## config.mk

```make
export PLATFORM = sky130hd
export DESIGN_NAME = line_serdes
export DESIGN_NICKNAME = d
export VERILOG_FILES = /design/src/rtl/line_serdes.sv
export SDC_FILE = /design/constraint.sdc
export NUM_CORES = 1
export LEC_CHECK = 0
export BUFFER_PORTS_ARGS = -buffer_cell sky130_fd_sc_hd__buf_2
export CAP_MARGIN = 40
export CORE_MARGIN = 4
export CORE_UTILIZATION = 35
export DETAILED_ROUTE_END_ITERATION = 10
export SLEW_MARGIN = 20
export SYNTH_ARGS = -nofsm -noshare
export SYNTH_HDL_FRONTEND = slang
export SYNTH_SLANG_ARGS = --single-unit
```

## constraint.sdc

```tcl
create_clock -name clk -period 1.7 [get_ports clk]
set_input_delay 0.34 -clock clk [delete_from_list [all_inputs] [get_ports clk]]
set_output_delay 0.34 -clock clk [all_outputs]
set_load 0.1 [all_outputs]
```

## src/rtl/line_serdes.sv

```systemverilog
// Cache-line serializer/deserializer between the line buffer and the word-wide memory bus.
// The two halves are independent; each uses valid/ready handshakes on both sides.
module line_serdes #(
    parameter int unsigned LINE_W = 256,
    parameter int unsigned WORD_W = 32
) (
    input  logic                           clk,
    input  logic                           rst_n,
    input  logic                           ser_line_valid,
    output logic                           ser_line_ready,
    input  logic [LINE_W-1:0]              ser_line_data,
    output logic                           ser_word_valid,
    input  logic                           ser_word_ready,
    output logic [WORD_W-1:0]              ser_word_data,
    output logic [$clog2(LINE_W/WORD_W)-1:0] ser_word_idx,
    output logic                           ser_word_last,
    output logic                           ser_done,
    input  logic                           des_word_valid,
    output logic                           des_word_ready,
    input  logic [WORD_W-1:0]              des_word_data,
    output logic                           des_line_valid,
    input  logic                           des_line_ready,
    output logic [LINE_W-1:0]              des_line_data,
    output logic                           busy
);
    localparam int unsigned WORDS = LINE_W / WORD_W;
    localparam int unsigned IDX_W = $clog2(WORDS);
    localparam logic [IDX_W-1:0] LAST_IDX = IDX_W'(WORDS - 1);

    localparam logic [0:0] S_IDLE = 1'b0;
    localparam logic [0:0] S_SEND = 1'b1;
    localparam logic [0:0] D_FILL = 1'b0;
    localparam logic [0:0] D_HOLD = 1'b1;

    logic [0:0]                   ser_state_q, ser_state_d;
    logic [IDX_W-1:0]             ser_idx_q, ser_idx_d;
    logic [WORDS-1:0][WORD_W-1:0] ser_line_q, ser_line_d;
    logic                         ser_done_q, ser_done_d;

    logic [0:0]                   des_state_q, des_state_d;
    logic [IDX_W-1:0]             des_cnt_q, des_cnt_d;
    logic [WORDS-1:0][WORD_W-1:0] des_line_q, des_line_d;

    logic ser_line_xfer, ser_word_xfer, des_word_xfer, des_line_xfer;

    // Handshake outputs depend only on state and reset, never on the opposite ready.
    assign ser_line_ready = rst_n & (ser_state_q == S_IDLE);
    assign ser_word_valid = rst_n & (ser_state_q == S_SEND);
    assign ser_word_data  = ser_line_q[ser_idx_q];
    assign ser_word_idx   = ser_idx_q;
    assign ser_word_last  = (ser_state_q == S_SEND) & (ser_idx_q == LAST_IDX);
    assign ser_done       = rst_n & ser_done_q;

    assign des_word_ready = rst_n & (des_state_q == D_FILL);
    assign des_line_valid = rst_n & (des_state_q == D_HOLD);
    assign des_line_data  = des_line_q;

    assign busy = rst_n & ((ser_state_q == S_SEND) | (des_state_q == D_HOLD) | (des_cnt_q != '0));

    assign ser_line_xfer = ser_line_valid & ser_line_ready;
    assign ser_word_xfer = ser_word_valid & ser_word_ready;
    assign des_word_xfer = des_word_valid & des_word_ready;
    assign des_line_xfer = des_line_valid & des_line_ready;

    always_comb begin
        ser_state_d = ser_state_q;
        ser_idx_d   = ser_idx_q;
        ser_line_d  = ser_line_q;
        ser_done_d  = 1'b0;
        if (ser_line_xfer) begin
            ser_line_d  = ser_line_data;
            ser_idx_d   = '0;
            ser_state_d = S_SEND;
        end else if (ser_word_xfer) begin
            if (ser_idx_q == LAST_IDX) begin
                ser_state_d = S_IDLE;
                ser_done_d  = 1'b1;
            end else begin
                ser_idx_d = ser_idx_q + IDX_W'(1);
            end
        end
    end

    always_comb begin
        des_state_d = des_state_q;
        des_cnt_d   = des_cnt_q;
        des_line_d  = des_line_q;
        if (des_word_xfer) begin
            des_line_d[des_cnt_q] = des_word_data;
            if (des_cnt_q == LAST_IDX) begin
                des_cnt_d   = '0;
                des_state_d = D_HOLD;
            end else begin
                des_cnt_d = des_cnt_q + IDX_W'(1);
            end
        end else if (des_line_xfer) begin
            des_state_d = D_FILL;
        end
    end

    always_ff @(posedge clk) begin
        if (!rst_n) begin
            ser_state_q <= S_IDLE;
            ser_idx_q   <= '0;
            ser_line_q  <= '0;
            ser_done_q  <= 1'b0;
            des_state_q <= D_FILL;
            des_cnt_q   <= '0;
            des_line_q  <= '0;
        end else begin
            ser_state_q <= ser_state_d;
            ser_idx_q   <= ser_idx_d;
            ser_line_q  <= ser_line_d;
            ser_done_q  <= ser_done_d;
            des_state_q <= des_state_d;
            des_cnt_q   <= des_cnt_d;
            des_line_q  <= des_line_d;
        end
    end

endmodule
```

# After elaboration in Yosys (flattened, before gate mapping)
# Cells that the tools add are included.
# W data, S select, Z words.
# classes
n_addsub	2
multipliers	0
div	0
magnitude_cmp	3
n_eq_ne	3
shifts	0
mux	13
bitwise_logic	18
n_reduce_logical	10
# ops
op	count
$bwmux W256	1
$bmux W32 S3	1
$demux W32 S3	1
$mux W32	2
$and A1 B1 Y1	11
$lt A3 B4 Y1 const B	2
$mux W1	7
$add A3 B1 Y3 const B	2
$eq A3 B3 Y1 const B	2
$reduce_and A2 Y1	3
$reduce_bool A2 Y1	3
$not A1 Y1	5
$ge A3 B1 Y1 const B	1
$mux W3	1
$reduce_bool A3 Y1	1
$reduce_or A3 Y1	1
$ne A2 B1 Y1 const B	1
$or A1 B1 Y1	2
$reduce_or A2 Y1	1
$logic_and A1 B1 Y1	1
# word_totals
regBits	521
latchBits	0
mem_bits_rw	0
mem_bits_ro	0
input_bits	294
wordCells	70
n_memories	0

# Logic depth before layout (Yosys ltp)
# depth
ltp_word	5
mapped_depth	6

# Worst setup path before layout
# OpenSTA, ideal clock, no wires.
# synth_path
path_type	register to output
from	register ser_idx_q[0] (netlist: ser_word_idx[0])
to	output port ser_word_data[10]
arrival_time_ps	2429
required_ps	1360
setup_slack_ps	-1069
path_stages_with_launch	4
path_buffers	1
path_cell_list	dfxtp_1 buf_2 mux4_2 mux2_2
# synth_between
elab_chain_len	2
# synth_rtl
item	line_no	text
start, declared	36	logic [IDX_W-1:0] ser_idx_q, ser_idx_d;
start signal, assigned	112	ser_idx_q <= ser_idx_d;
$bmux W32 S3	49	assign ser_word_data = ser_line_q[ser_idx_q];
$mux W32 (not written as such)	49	
end, declared	14	output logic [WORD_W-1:0] ser_word_data,
# Every way passes these cells. The select of a mux whose other input is x is not followed.

# Worst setup path after layout
# layout_path
from	register ser_idx_q[1] (netlist: ser_word_idx[1])
to	output port ser_word_data[25]
# Same word-level chain as after synthesis.

==> PnR_summary.wiki <==
{| class="wikitable"
! Metric !! Value
|-
| TritonCTS clock tree || done
|-
| Die extent in y || 244 µm
|-
| Met1 track demand over resource || 0.283
|-
| Met3 usage || 0.0571
|-
| Clock slew seen by the registers of the worst setup and hold paths || around 0.06 ns
|-
| RSZ-0062 raised after global routing || true
|-
| YS warnings || 0
|-
| Number of antenna violations at the first check in global routing || 16
|-
| MaxCap Viol Count || 0
|-
| Number of endpoints with negative hold slack in the final report || 0
|-
| Global placement routability congestion || between 0.8 and 0.9
|-
| Post-synthesis instance area || 19,500 µm²
|-
| Maximum clock rate || a little under 400 MHz
|-
| Final setup violation count || 39
|-
| Cell count after synthesis || approximately 1,900
|-
| Post-Place Cells || 3,100
|-
| Post-detailed-placement cell area || between 20,000 and 25,000 µm²
|-
| Violations in the final reports || negative setup slack
|-
| Starting utilization of the core area || 0.354
|-
| Iter 0 DRT Violations || roughly 1,300
|-
| Maximum clock path buffer count || 3
|-
| Synth-to-Final Area Change || 51.9%
|-
| Worst Setup Path Type || reg2out
|-
| Share of post-route cells with drive strength above 1 || 0.333
|-
| First-pass GRT wire length || around 110,000 µm
|-
| Min-Delay Path Depth || 2
|-
| Total die area || between 50,000 and 60,000 µm²
|-
| Count of cell types in the netlist || 30
|-
| Number of max-slew violations in the final report || 0
|-
| Tightest Hold Check Type || in2reg
|-
| Number of remaining DRC errors || 0
|-
| Top Usage Layer GRT || met2
|-
| Leading cell types by total area after synthesis || sky130_fd_sc_hd__dfxtp_1, sky130_fd_sc_hd__a22o_1, sky130_fd_sc_hd__mux4_2
|-
| Minimum setup slack in the final design || -0.885 ns
|-
| CTS buffer count || 54
|-
| Total number of vias || 18,400
|-
| Number of cells traversed by the worst register-to-register path || 8
|-
| Horizontal extent of the die || ~240 µm
|-
| Transition time of the tightest slew-check pin || a little over 0.6 ns
|-
| Clock sink total || about 520
|-
| Headroom to the max-slew limit || 0.586
|-
| Non-filler cells, final || about 3,500
|-
| Number of nets produced by synthesis || approximately 2,200
|-
| Yosys top cell area share || 0.535
|-
| CP Max Fanout || 16
|-
| Met2 usage || 0.409
|-
| Dpl hpwl || slightly below 50,000 µm
|-
| Maximum number of pins on one net before global-route repair || between 90 and 100
|-
| Maximum vdd ir drop || slightly below 0.7 mV
|-
| Total routing usage reported by global routing || 0.237
|-
| Overflow left after global routing || 0
|-
| Worst reg2reg startpoint || ser_word_idx[0]$_SDFFE_PP0P_
|-
| Synth area leader || sky130_fd_sc_hd__dfxtp_1
|-
| Worst r2r dst || ser_word_idx[0]$_SDFFE_PP0P_
|-
| Antenna-violating nets left || 0
|-
| Buffers added on ports || slightly below 600
|-
| Crit share post-route || 1.52
|-
| Pwr per Cell Area || a little under 1000 nW/µm²
|-
| Detail-routed via count per cell || between 5 and 6
|-
| Required time at the worst-slack endpoint || ~1.4 ns
|-
| Final design area excluding fillers || 29,600 µm²
|-
| First-pass iteration count of the detailed router || 5
|-
| Wire length per cell after detailed routing || about 21 µm
|-
| Sequential area share after synthesis || 0.535
|-
| Run status || finished with violations
|-
| CTS H-tree depth || 2
|-
| Avg Synthesized Cell Area || a little over 10 µm²
|-
| Nature of the critical path endpoint || output port
|-
| Slack of the worst reg-to-reg path || -0.09 ns
|-
| Arrival time of data at the critical path endpoint || approximately 2.3 ns
|-
| Number of synthesized register bits || about 520
|-
| Layout Nets || 2,993
|-
| Vias in the first global route || about 19,000
|-
| Std cell rows || 86
|-
| Worst setup SP type || flop
|-
| Final critical delay including setup and external delays || 2.59 ns
|-
| Setup clock skew after layout || roughly 0.015 ns
|-
| Origin of the worst min-delay path || ser_line_data[112]
|-
| Summed negative setup slack over all endpoints || -28.81 ns
|-
| I/O Pins || 592
|-
| Core area || roughly 55,000 µm²
|-
| Hold Crit Endpoint || ser_line_q[112]$_SDFFE_PN0P_
|-
| CTS root buf || sky130_fd_sc_hd__clkbuf_16
|-
| Final wirelength || roughly 74,000 µm
|-
| Static power due to leakage || 12.3 nW
|-
| Worst-skew pair later-pin latency || approximately 0.59 ns
|}
-- cells by family after synthesis --
group | count (synthesis) | share of synthesized area
xor+xnor | 1 | 0.000449
flops | 521 | 0.535
buf+inv | 210 | 0.0541
compound gates | 481 | 0.173
fa+ha+maj | 6 | 0.00385
simple gates | 529 | 0.120
mux | 137 | 0.114
-- state kept, by name, summed over array words and instances, names as in the netlist --
name / cells
des_line_data: 256
ser_line_q: 256
des_cnt_q: 3
ser_word_idx: 3
des_state_q: 1
ser_done_q: 1
ser_state_q: 1
-- synthesized netlist by cell type --
cell type	count
sky130_fd_sc_hd__mux4_2	64
sky130_fd_sc_hd__a31oi_1	1
sky130_fd_sc_hd__nand2_1	276
sky130_fd_sc_hd__mux2i_1	41
sky130_fd_sc_hd__nor3_1	1
sky130_fd_sc_hd__buf_4	16
sky130_fd_sc_hd__ha_1	6
sky130_fd_sc_hd__a21oi_1	1
sky130_fd_sc_hd__and2_1	11
sky130_fd_sc_hd__clkbuf_1	81
sky130_fd_sc_hd__a21o_1	2
sky130_fd_sc_hd__and4b_1	2
sky130_fd_sc_hd__nor2_1	12
sky130_fd_sc_hd__buf_2	86
sky130_fd_sc_hd__nor2b_1	3
sky130_fd_sc_hd__inv_2	2
sky130_fd_sc_hd__buf_1	10
sky130_fd_sc_hd__buf_6	13
sky130_fd_sc_hd__and4bb_1	1
sky130_fd_sc_hd__xor2_1	1
sky130_fd_sc_hd__o21ai_1	220
sky130_fd_sc_hd__nand3_1	220
sky130_fd_sc_hd__a21oi_2	1
sky130_fd_sc_hd__a22o_1	256
sky130_fd_sc_hd__nand4b_1	1
sky130_fd_sc_hd__mux2_2	32
sky130_fd_sc_hd__and3_1	1
sky130_fd_sc_hd__inv_1	2
sky130_fd_sc_hd__dfxtp_1	521
sky130_fd_sc_hd__and4_1	1
-- power breakdown --
group	internal, mW	total [mW]	switching [mW]
clock	6.64	11.6	4.92
combinational	1.92	4.67	2.76
sequential	12.8	13.1	0.370
-- layout by cell type, fill, tap and decap left out, types with 4 or more instances in the layout --
cell | netlist | layout
sky130_fd_sc_hd__mux4_2 | 64 | 64
sky130_fd_sc_hd__buf_2 | 86 | 292
sky130_fd_sc_hd__dfxtp_4 | 0 | 6
sky130_fd_sc_hd__buf_12 | 0 | 82
sky130_fd_sc_hd__and2_1 | 11 | 7
sky130_fd_sc_hd__a22o_1 | 256 | 256
sky130_fd_sc_hd__clkbuf_16 | 0 | 54
sky130_fd_sc_hd__dlygate4sd3_1 | 0 | 253
sky130_fd_sc_hd__dfxtp_1 | 521 | 513
sky130_fd_sc_hd__nand3_1 | 220 | 220
sky130_fd_sc_hd__nor2_1 | 12 | 8
sky130_fd_sc_hd__buf_6 | 13 | 8
sky130_fd_sc_hd__clkbuf_8 | 0 | 9
sky130_fd_sc_hd__clkbuf_1 | 81 | 14
sky130_fd_sc_hd__mux2_4 | 0 | 31
sky130_fd_sc_hd__diode_2 | 0 | 14
sky130_fd_sc_hd__nand2_1 | 276 | 276
sky130_fd_sc_hd__nor2_4 | 0 | 4
sky130_fd_sc_hd__mux2i_1 | 41 | 41
sky130_fd_sc_hd__o21ai_1 | 220 | 220
sky130_fd_sc_hd__buf_4 | 16 | 319
sky130_fd_sc_hd__clkinv_2 | 0 | 7
-- repair_timing --
action	4_1_cts	5_1_grt
hold buffers	253	0
setup endpoints to repair	296	43
hold endpoints to repair	253	0
gates cloned	4	0
setup buffers	20	10
gates resized for setup	413	3
pin swaps	7	4
-- worst max path at each step --
stage	startpoint	slack, ns	cells past startpoint	endpoint
6_report	ser_word_idx[1]$_SDFFE_PP0P_	-0.89	4	ser_word_data[25]
3_5_place_dp	ser_word_idx[0]$_SDFFE_PP0P_	-0.38	4	ser_word_data[15]
5_1_grt	ser_word_idx[0]$_SDFFE_PP0P_	-0.96	4	ser_word_data[7]
2_1_floorplan	ser_word_idx[1]$_SDFFE_PP0P_	-0.41	4	ser_word_data[18]
4_1_cts	ser_word_idx[1]$_SDFFE_PP0P_	-0.94	4	ser_word_data[28]
3_3_place_gp	ser_word_idx[0]$_SDFFE_PP0P_	-0.36	4	ser_word_data[15]
-- layer usage --
metal | part of all wire | wire length [µm]
met1 | 0.38 | 28300
met4 | 0.044 | 3270
met3 | 0.080 | 5980
met5 | 0.00058 | 43
met2 | 0.50 | 36800
-- cell type report --
class,count,area [µm²]
Fill cell,4700,25500
Sequential cell,521,10500
Multi-Input combinational cell,1154,8240
Timing Repair Buffer,958,8220
Clock buffer,76,1510
Tap cell,748,936
Clock inverter,16,184
Antenna cell,14,35.0
Inverter,4,22.5
-- worst max-delay path, cell delays in order (launching register included) --
cell and delay, ns:
sky130_fd_sc_hd__dfxtp_4 0.44, sky130_fd_sc_hd__buf_12 0.20, sky130_fd_sc_hd__mux4_2 0.53, sky130_fd_sc_hd__mux2_4 0.31
sky130_fd_sc_hd__buf_12 0.17
-- metrics by stage --
stage                      util  hold WS [ns]  total power [mW]  worst slack [ns]
after floorplan               -         0.437              15.9            -0.413
after global placement    0.432         0.432              17.1            -0.362
after detailed placement  0.432         0.436              17.1            -0.378
after CTS                 0.536       0.00194              29.5            -0.944
after global routing      0.537       0.00947              30.3            -0.956
final                     0.537        0.0136              29.4            -0.885
(Power assumes the default switching activity.)
